### src/rtl/divisor_frec_param.sv
// Cascaded tick generator: programmable prescaler, then mod-RADIX stages, one TICK/SQ pair per tap.
// Latency: TICK is registered one cycle after the terminal count, and all taps are aligned.
// Backpressure: none. EN freezes counting. DIVISOR_DIGIT_OUT_EN adds the DIGITS port.
module divisor_frec_param #(
    parameter int DIV_W       = 17,
    parameter int DEFAULT_DIV = 100000,
    parameter int N_STAGES    = 3,
    parameter int RADIX       = 10,
    parameter int DIGIT_W     = $clog2(RADIX)
) (
    input  logic                CLK,
    input  logic                RST,
    input  logic                EN,
    input  logic                CLR,
    input  logic [DIV_W-1:0]    DIV,
    input  logic                DIV_LD,
    output logic                LD_PEND,
    output logic [N_STAGES-1:0] TICK,
    output logic [N_STAGES-1:0] SQ
`ifdef DIVISOR_DIGIT_OUT_EN
    ,
    output logic [(N_STAGES-1)*DIGIT_W-1:0] DIGITS
`endif
);

    // Stage k (k >= 1) lives in dcnt_q[k-1]. One dummy slot is kept when N_STAGES == 1.
    localparam int DCNT_N = (N_STAGES > 1) ? N_STAGES - 1 : 1;
    localparam logic [DIV_W-1:0]   DEF_RATIO  = DIV_W'(DEFAULT_DIV);
    localparam logic [DIGIT_W-1:0] LAST_DIGIT = DIGIT_W'(RADIX - 1);

    logic [DIV_W-1:0]    pcnt_q;
    logic [DIV_W-1:0]    div_act_q;
    logic [DIV_W-1:0]    shadow_q;
    logic                ld_pend_q;
    logic [DIGIT_W-1:0]  dcnt_q [DCNT_N];
    logic [N_STAGES-1:0] tick_q;
    logic [N_STAGES-1:0] sq_q;

    logic [DIV_W-1:0]    div_eff;
    logic [DIV_W-1:0]    pcnt_last;
    logic [N_STAGES-1:0] tc;

    always_comb begin
        div_eff   = (div_act_q == '0) ? DIV_W'(1) : div_act_q;
        pcnt_last = div_eff - DIV_W'(1);
        tc        = '0;
        tc[0]     = EN & (pcnt_q == pcnt_last);
        for (int k = 1; k < N_STAGES; k++) begin
            tc[k] = tc[k-1] & (dcnt_q[k-1] == LAST_DIGIT);
        end
    end

    always_ff @(posedge CLK or negedge RST) begin
        if (!RST) begin
            pcnt_q    <= '0;
            div_act_q <= DEF_RATIO;
            shadow_q  <= DEF_RATIO;
            ld_pend_q <= 1'b0;
            tick_q    <= '0;
            sq_q      <= '0;
            for (int k = 0; k < DCNT_N; k++) begin
                dcnt_q[k] <= '0;
            end
        end else begin
            if (CLR) begin
                pcnt_q    <= '0;
                tick_q    <= '0;
                sq_q      <= '0;
                div_act_q <= shadow_q;
                ld_pend_q <= 1'b0;
                for (int k = 0; k < DCNT_N; k++) begin
                    dcnt_q[k] <= '0;
                end
            end else begin
                tick_q <= tc;
                sq_q   <= sq_q ^ tc;
                if (EN) begin
                    pcnt_q <= tc[0] ? '0 : pcnt_q + DIV_W'(1);
                    for (int k = 1; k < N_STAGES; k++) begin
                        if (tc[k]) begin
                            dcnt_q[k-1] <= '0;
                        end else if (tc[k-1]) begin
                            dcnt_q[k-1] <= dcnt_q[k-1] + DIGIT_W'(1);
                        end
                    end
                end
                // The new ratio takes effect only on a tick boundary, or right away while the counters are frozen.
                if (ld_pend_q && (tc[0] || !EN)) begin
                    div_act_q <= shadow_q;
                    pcnt_q    <= '0;
                    ld_pend_q <= 1'b0;
                end
            end
            // A fresh capture always stays pending, even when an older value is applied on this edge.
            if (DIV_LD) begin
                shadow_q  <= DIV;
                ld_pend_q <= 1'b1;
            end
        end
    end

    assign TICK    = tick_q;
    assign SQ      = sq_q;
    assign LD_PEND = ld_pend_q;

`ifdef DIVISOR_DIGIT_OUT_EN
    always_comb begin
        DIGITS = '0;
        for (int k = 0; k < N_STAGES - 1; k++) begin
            DIGITS[k*DIGIT_W +: DIGIT_W] = dcnt_q[k];
        end
    end
`endif

endmodule

### config.mk
export PLATFORM = sky130hd
export DESIGN_NAME = divisor_frec_param
export DESIGN_NICKNAME = d
export VERILOG_FILES = /design/src/rtl/divisor_frec_param.sv
export SDC_FILE = /design/constraint.sdc
export NUM_CORES = 1
export LEC_CHECK = 0
export ABC_AREA = 1
export BUFFER_PORTS_ARGS = -buffer_cell sky130_fd_sc_hd__clkbuf_2
export CORE_MARGIN = 2
export CORE_UTILIZATION = 45
export CTS_BUF_LIST = sky130_fd_sc_hd__clkbuf_8
export CTS_CLUSTER_DIAMETER = 80
export DETAILED_ROUTE_END_ITERATION = 16
export PLACE_DENSITY = 0.64
export RECOVER_POWER = 25
export SYNTH_ARGS = -nofsm -noshare
export SYNTH_HDL_FRONTEND = slang
export SYNTH_SLANG_ARGS = --single-unit
### constraint.sdc
create_clock -name CLK -period 4.48 [get_ports CLK]
set_input_delay 0.448 -clock CLK [delete_from_list [all_inputs] [get_ports CLK]]
set_output_delay 0.448 -clock CLK [all_outputs]
set_load 0.01 [all_outputs]
==> run summary, run 1 <==
Largest net degree at the start of global routing: 67
Die Y: 94.7 um
Final Max Tran Viols: 0
CTS-repair resized insts: 0
First-pass GRT wire length: 13500 um
DR vias: 2951
Post-DP HPWL: 5920 um
Setup Viol. Count Final: 0
Final WL: 7840 um
CP max FO: 31
Critical path type: reg -> reg
Critical Path RT: 4.77 ns
Mapped cell area: 3700 um^2
Post-DR wirelength/cell: 13.0 um
Worst VDD drop: 0.000228 V
Initial Util: 45.8%
Nets: 522
Fin util: 51.0%
Final GP Congestion: 0.939
Hold buffers post-CTS: 0
Worst Setup SP: div_act_q[0]
Post-CTS setup buffers: 0
Synth Net Count: 494
Post-synth EDFFs: 0
Initial antenna violation count: 0
Number of global-route vias before repair: 2822
Clock Latency Late Sink: 0.36 ns
PD cells: 349 nW/um^2
IO Count: 29
Layout area overhead: 11.4%
Clock sink total: 66
TritonCTS clock tree: done
Commonest non-fill, non-tap cell in the layout: nand2_1
Clock-pin transition on the worst setup and hold timing paths: 0.08 ns
Root buffer cell: clkbuf_8
Fin crit share: 75.8%
Die span in x: 94.7 um
Number of max-cap violations: 0
Drt drc: 0
Worst Skew: 0.00929 ns
Total GRT Usage: 19.7%
Share of layout cells above drive strength 1: 17.4%
GR Overflow Total: 0
Final Hold Violating Endpoints: 0
Total CTS buffers: 9
Worst rel slew slack: 44.5%
Synth warn: 0
1st-iter DRT viols: 170
Core ar.: 8090 um^2
Port-buffer cells: 28
Leak: 0.00202 uW
Most frequent cells in the layout: 138 x nand2_1, 55 x nor2_1, 54 x dfrtp_1, 45 x nand3_1, 33 x inv_1
Sequential area share after synthesis: 45.0%
Ys flop type: dfrtp_1
Synth cell types: 36
Asr flop ratio synth: 100%
Synth Instances: 466
Worst path arrival time: 3.68 ns
Max H-tree Level: 3
#FFs+latches synth: 66
Minimum clock period: 3.40 ns
DIE AREA: 8970 um^2
Sum Neg Setup Slack: 0 ns
CP endpoint kind: register
Worst-Margin Slew: 0.833 ns
Startpoint types: register
Syn avg cell area: 7.95 um^2
Row cnt: 33
HP Class: in -> async
RSZ-0062 raised after global routing: no
Ant diodes: 0
Routed Antenna Nets: 0
Origin of the critical flop-to-flop path: div_act_q[0]
Fmax: 0.295 GHz
Iteration count of the initial detailed-routing pass: 4
Via density: 4.89
Outcome: completed
CTS max path bufs: 2
power by group:
| group | switching, uW | total (uW) | internal, uW |
|---|---|---|---|
| sequential | 35.4 | 674 | 639 |
| clock | 247 | 536 | 289 |
| combinational | 150 | 230 | 79.3 |
per-stage QoR:
step | hold WS, ns | power, uW | setup WS, ns | cell area (um^2) | std cells
3_3_place_gp | 0.450 | 912 | 1.20 | 3910 | 588
6_report | 0.255 | 1440 | 1.08 | 4130 | 604
2_1_floorplan | 0.152 | 850 | 1.62 | 3700 | 466
4_1_cts | 0.249 | 1450 | 1.08 | 4130 | 604
5_1_grt | 0.267 | 1520 | 0.764 | 4130 | 604
3_5_place_dp | 0.454 | 915 | 1.11 | 3910 | 588
synth_stat cells, types with 4 or more instances:
cell	n	share of area, %
nor2_2	9	1.5
dfrtp_1	54	36
clkbuf_1	4	0.41
nor2_1	55	5.6
xor2_1	30	7.1
ha_1	6	2.0
nand4_1	12	2.0
nand2_1	138	14
inv_1	33	3.3
dfstp_2	12	8.5
o21ai_1	15	2.0
xnor2_1	9	2.1
nand3_1	45	6.1
inv_2	6	0.61
routing by layer:
metal	share of wire [%]	global-route usage (%)
met1	49	27.7
met2	45	29.7
met3	4.4	3.91
met4	2.0	8.33
met5	0	0
kinds of logic (layout without fill, tap and decap cells):
| kind of cell | after synthesis | in the layout | synth area share (%) |
|---|---|---|---|
| simple gates | 280 | 280 | 34.1 |
| flops | 66 | 66 | 45.0 |
| fa+ha+maj | 6 | 6 | 2.03 |
| buf+inv | 52 | 85 | 5.94 |
| compound gates | 22 | 22 | 3.14 |
| xor+xnor | 40 | 40 | 9.83 |
critical path: stages, from the launching register on:
cell and delay [ns]:
dfrtp_1 0.39, inv_1 0.28, nand3_1 0.17, nor2_1 0.14, nand2_2 0.15, nand2_1 0.12
inv_2 0.05, ha_1 0.22, nand3_2 0.12, xor2_1 0.27, xor2_1 0.18, nand2_1 0.06
nor2_1 0.10, nand3_1 0.11, nor2_4 0.15, nand3_2 0.13, nand2_2 0.10, nand2_4 0.09
nand2_4 0.27, nand2_1 0.09, o21ai_1 0.10
path summary, 6_finish.rpt:
kind	cells after the start	end	slack [ns]
min in group CLK	3	shadow_q[7]	0.26
setup reg to reg	20	div_act_q[16]	1.08
hold / removal	2	shadow_q[12]	0.26
setup / recovery	20	div_act_q[16]	1.08
max in group asynchronous	2	TICK[1]	3.66
hold reg to reg	2	div_act_q[15]	0.46
layout make-up:
class	instances	area, um^2
inverters	40	150
fillers	844	3970
multi-input cells	348	1820
clock inverters	5	62.6
flip-flops and latches	66	1670
well taps	105	131
repair buffers	29	148
clock buffers	11	151
sequential cells by signal, indices dropped and copies added (netlist names):
register   flops
LD_PEND        1
TICK           3
dcnt_q         8
pcnt_q        17
shadow_q      17
SQ             3
div_act_q     17
No activity file was read; power rests on OpenSTA's default activity.
==> inputs of run 2 (changes only) <==
Clock period 4.48 ns to 3.51 ns, I/O delays scaled along.
==> run 2 against run 1 <==
Cell area grew 0.12%. Critical path depth shrank 1. Combinational power grew 28%. Maximum frequency grew 5.6%.
==> run summary, run 2 (synthesized netlist as in run 1, its figures left out) <==
Outcome: completed
Worst Skew: 0.00962 ns
Port-buffer cells: 28
Total CTS buffers: 9
Critical Path RT: 3.79 ns
Total GRT Usage: 19.0%
Fmax: 0.311 GHz
Reg area: 1670 um^2
Die span in x: 94.7 um
Setup Viol. Count Final: 0
Nets: 524
Number of max-cap violations: 0
Routed Antenna Nets: 0
First-pass GRT wire length: 13300 um
Post-DP HPWL: 5820 um
DIE AREA: 8970 um^2
Fill count: 811
Drt drc: 0
Area post-placement: 3930 um^2
IO Count: 29
Number of global-route vias before repair: 2933
PD cells: 423 nW/um^2
Most frequent cells in the layout: 138 x nand2_1, 55 x nor2_1, 54 x dfrtp_1, 45 x nand3_1, 36 x inv_1
Share of total power in combinational logic: 16.9%
Core ar.: 8090 um^2
Origin of the critical flop-to-flop path: div_act_q[7]
Net Sw Power: 510 uW
CP endpoint kind: register
Final Max Tran Viols: 0
Worst-Margin Slew: 1.35 ns
RSZ-0062 raised after global routing: no
Multi-input combinational cell area: 1850 um^2
Layout area overhead: 11.6%
CTS max path bufs: 2
Worst VDD drop: 0.000208 V
Hold wc startpoint: DIV[9]
Worst path arrival time: 3.50 ns
Post-CTS setup buffers: 0
Worst rel slew slack: 9.98%
Iteration count of the initial detailed-routing pass: 4
Share of layout cells above drive strength 1: 17.0%
Clock sink total: 66
Post-DR wirelength/cell: 12.6 um
Commonest non-fill, non-tap cell in the layout: nand2_1
Minimum clock period: 3.22 ns
Via density: 4.78
Root buffer cell: clkbuf_8
GR Overflow Total: 0
Die Y: 94.7 um
HP Class: in -> reg
Ant diodes: 0
Hold buffers post-CTS: 0
TritonCTS clock tree: done
Design Area, Final: 4130 um^2
Hold Slack: 0.189 ns
Final GP Congestion: 0.886
Critical path type: reg -> reg
Sum Neg Setup Slack: 0 ns
Final WL: 7610 um
DR vias: 2898
Top Registers: div_act_q: 17 flops, pcnt_q: 17 flops, shadow_q: 17 flops
Fin util: 51.1%
Clock-pin transition on the worst setup and hold timing paths: 0.07 ns
Clock Latency Late Sink: 0.34 ns
CP max FO: 9
Final Hold Violating Endpoints: 0
Sequential Power Share: 49.4%
Int Power: 1240 uW
Initial antenna violation count: 0
Leak: 0.00203 uW
Worst Setup SP: div_act_q[7]
Fin crit share: 91.6%
Initial Util: 45.8%
Sw Ratio: 29.2%
Max H-tree Level: 3
CTS-repair resized insts: 0
Startpoint types: register
1st-iter DRT viols: 179
Largest net degree at the start of global routing: 32
Row cnt: 33
Clock share of power: 33.8%
-- run 2: changes by cell type in the layout (fill, tap and decap cells not counted), moves of 2 or more --
cell,delta
clkinvlp_4,-2
clkbuf_8,-2
clkinv_2,+3
clkbuf_1,+2
clkinv_4,-2
inv_1,+3
-- run 2: critical path: stages (launching register included) --
cell	delay, ns
dfstp_2	0.62
inv_1	0.07
nand3_1	0.07
nor2_1	0.06
nand2_2	0.14
nand2_1	0.10
inv_2	0.08
ha_1	0.20
nand3_2	0.14
nor2_2	0.25
xor2_1	0.21
or2_2	0.15
nand4_1	0.14
nor2_4	0.18
nand3_2	0.14
nor2_1	0.22
nand2_1	0.09
nor2_2	0.17
nand2_1	0.07
nand2_1	0.06
-- run 2: worst paths after layout --
kind	to	slack, ns	depth (start not counted)
worst min-delay path	shadow_q[9]	0.19	3
worst max register to register	dcnt_q[1]	0.29	19
min in group asynchronous	shadow_q[13]	0.30	1
worst min register to register	div_act_q[15]	0.46	2
max in group asynchronous	div_act_q[1]	1.67	2
worst max-delay path	dcnt_q[1]	0.29	19
-- run 2: final cells by class --
type / instances / area share (%)
clock buffer: 9 / 3.00
tap: 105 / 3.18
multi-input combinational: 348 / 44.7
inverter: 40 / 3.63
clock inverter: 7 / 1.36
timing repair buffer: 31 / 3.81
sequential: 66 / 40.3
-- run 2: power by group through the flow --
stage               logic (uW)  clock network [uW]  registers, uW
global route               339                 636            871
CTS                        293                 607            862
finish                     295                 591            863
global placement           287                   0            875
detailed placement         291                   0            876
floorplan                  225                   0            860
-- run 2: per-layer routing --
metal | GRT usage [%] | wire (um) | vias to the layer above
li1 | - | - | 1534
met5 | 0 | 0 | -
met1 | 25.6 | 3720 | 1314
met4 | 7.00 | 104 | 0
met2 | 30.7 | 3520 | 43
met3 | 3.59 | 263 | 7
-- run 2: metrics by stage --
step           total power (uW)  instances  setup slack [ns]
2_1_floorplan              1090        466             0.654
3_3_place_gp               1160        590             0.314
5_1_grt                    1850        606           0.00590
3_5_place_dp               1170        590             0.264
4_1_cts                    1760        606             0.241
6_report                   1750        606             0.295
==> inputs of run 3 (changes only) <==
Settings changed: CELL_PAD_IN_SITES_DETAIL_PLACEMENT set to 1, CELL_PAD_IN_SITES_GLOBAL_PLACEMENT set to 1, PLACE_DENSITY 0.64 to 0.81.
==> run 3 against run 2 <==
The run now ends with max-capacitance violations, max-slew violations left. First-iteration DRC count decreased by 32%. Maximum frequency is 1.9% lower. Clock-buffer cell count did not move. Worst setup slack lost 0.063 ns.
==> run summary, run 3 (synthesized netlist as in run 1, its figures left out) <==
Row cnt: 33
GRT busiest layer: met2
Final non-filler cell total: 608
Clock share of power: 32.8%
Hold Slack: 0.175 ns
Iteration count of the initial detailed-routing pass: 4
Worst-Margin Slew: 1.62 ns
Total GRT Usage: 23.4%
Worst Reg-to-Reg Cells: 20
Die Y: 94.7 um
Critical Path RT: 3.80 ns
Worst VDD drop: 0.000305 V
Int Power: 1190 uW
Reg-to-Reg End: div_act_q[7]
Clock-pin transition on the worst setup and hold timing paths: 0.08 ns
DR vias: 3130
Register-to-register setup slack: 0.23 ns
Nets: 526
Fmax: 0.305 GHz
Most frequent cells in the layout: 138 x nand2_1, 54 x dfrtp_1, 54 x nor2_1, 45 x nand3_1, 33 x inv_1
Crit path top cell by count: nand2_1
Share of layout cells above drive strength 1: 18.7%
Pre-CTS setup slack: 0.104 ns
1st-iter DRT viols: 121
First-pass GRT wire length: 16000 um
GR Overflow Total: 0
Root buffer cell: clkbuf_8
IO Count: 29
Largest net degree at the start of global routing: 67
Fin util: 51.6%
CP endpoint kind: register
Worst path arrival time: 3.57 ns
Met1 Track Usage GR: 30.1%
Die span in x: 94.7 um
RSZ-0062 raised after global routing: yes
Hold EP: shadow_q[10]
Hold depth: 3
Top Registers: div_act_q: 17 flops, pcnt_q: 17 flops, shadow_q: 17 flops
Clock Latency Late Sink: 0.35 ns
Clock sink total: 66
CTS max path bufs: 2
Sequential Power Share: 48.8%
Port-buffer cells: 28
Worst Skew: 0.00945 ns
Origin of the critical flop-to-flop path: div_act_q[8]
Hold wc startpoint: DIV[10]
Startpoint types: register
Post-DP HPWL: 7290 um
Worst rel slew slack: -7.77%
Grt met3 use: 4.39%
Layout area overhead: 12.8%
Critical path type: reg -> reg
Sw Ratio: 33.0%
Core ar.: 8090 um^2
Fin crit share: 93.4%
Failing checks: max-capacitance violations, max-slew violations
DIE AREA: 8970 um^2
Drt drc: 0
Setup Viol. Count Final: 0
Ant diodes: 0
Initial Util: 45.8%
Crit-path cells: nor2_2 > nand3_1 > nor2_1 > nand2_2 > nand2_1 > inv_2 > ha_1 > nand3_4 > xor2_2 > xor2_1 > nand2_1 > nor2_1 > nand3_1 > nor2_4 > nand3_2 > nand2_2 > nand2_4 > nand2_8 > nand2_1 > o21ai_1
Final Hold Violating Endpoints: 0
CP peak stage delay: 0.45 ns
Worst path slowest cell: dfrtp_1
Routed Antenna Nets: 0
Final WL: 9650 um
Final WS setup: 0.232 ns
Net Sw Power: 586 uW
Post-DR wirelength/cell: 15.9 um
Final Max Tran Viols: 67
TritonCTS clock tree: done
Minimum clock period: 3.28 ns
Met2 Use GR: 39.6%
HP Class: in -> reg
Final GP Congestion: 0.892
Commonest non-fill, non-tap cell in the layout: nand2_1
Share of total power in combinational logic: 18.4%
Max H-tree Level: 3
Hold buffers post-CTS: 0
Via density: 5.15
Pwr Total: 1770 uW
Initial antenna violation count: 0
Inst Count DP: 589
Total CTS buffers: 9
PD cells: 425 nW/um^2
Leak: 0.00202 uW
Number of global-route vias before repair: 3308
Outcome: finished with violations
Number of max-cap violations: 1
CP max FO: 16
## run 3: cell count changes in the layout (fill, tap and decap cells not counted), sizes merged
cell      change
nand2         +1
buf           +1
clkinv        -1
clkinvlp      +2
bufinv        -1
## run 3: stage by stage
stage	TNS (ns)	cell area (um^2)
floorplan	0	3700
global placement	0	3920
detailed placement	0	3920
CTS	0	4100
global route	-0.512	4180
finish	0	4180
## run 3: cell type report
| type | count | area [um^2] |
|---|---|---|
| Multi-Input combinational cell | 349 | 1890 |
| Clock buffer | 9 | 124 |
| Clock inverter | 7 | 51.3 |
| Fill cell | 1039 | 3920 |
| Tap cell | 105 | 131 |
| Sequential cell | 66 | 1670 |
| Inverter | 40 | 150 |
| Timing Repair Buffer | 32 | 168 |
## run 3: power by group through the flow
stage | clock network, uW | logic [uW] | registers, uW
detailed placement | 0 | 306 | 880
global placement | 0 | 294 | 878
floorplan | 0 | 225 | 860
finish | 582 | 326 | 866
CTS | 598 | 308 | 866
global route | 637 | 370 | 872
## run 3: worst max path at each step
stage | start | cells after the start | slack, ns | end
after CTS | div_act_q[13] | 20 | 0.08 | div_act_q[7]
after global routing | div_act_q[13] | 19 | -0.07 | div_act_q[7]
after global placement | div_act_q[8] | 20 | 0.27 | div_act_q[0]
after floorplan | div_act_q[7] | 21 | 0.65 | div_act_q[0]
final | div_act_q[8] | 20 | 0.23 | div_act_q[7]
after detailed placement | div_act_q[13] | 20 | 0.10 | div_act_q[7]
## run 3: per-layer routing
metal  routed length (um)  share of wire (%)
met1                 4300                 45
met2                 4860                 50
met3                  304                3.1
met4                  189                2.0
met5                    0                  0
## run 3: critical path: cells and delay by family, from the launching register on
family	cells	cell delay [ns]
AND/OR/NAND/NOR	15	1.97
flip-flops	1	0.45
XOR/XNOR	2	0.40
adder cells (fa/ha/maj)	1	0.24
AO/OA/AOI/OAI	1	0.09
buffers and inverters	1	0.05
## run 3: what timing repair did
item / 4_1_cts / 5_1_grt
buffers inserted: 0 / 2
resized for setup: 0 / 9
endpoints found under the setup margin: 0 / 41
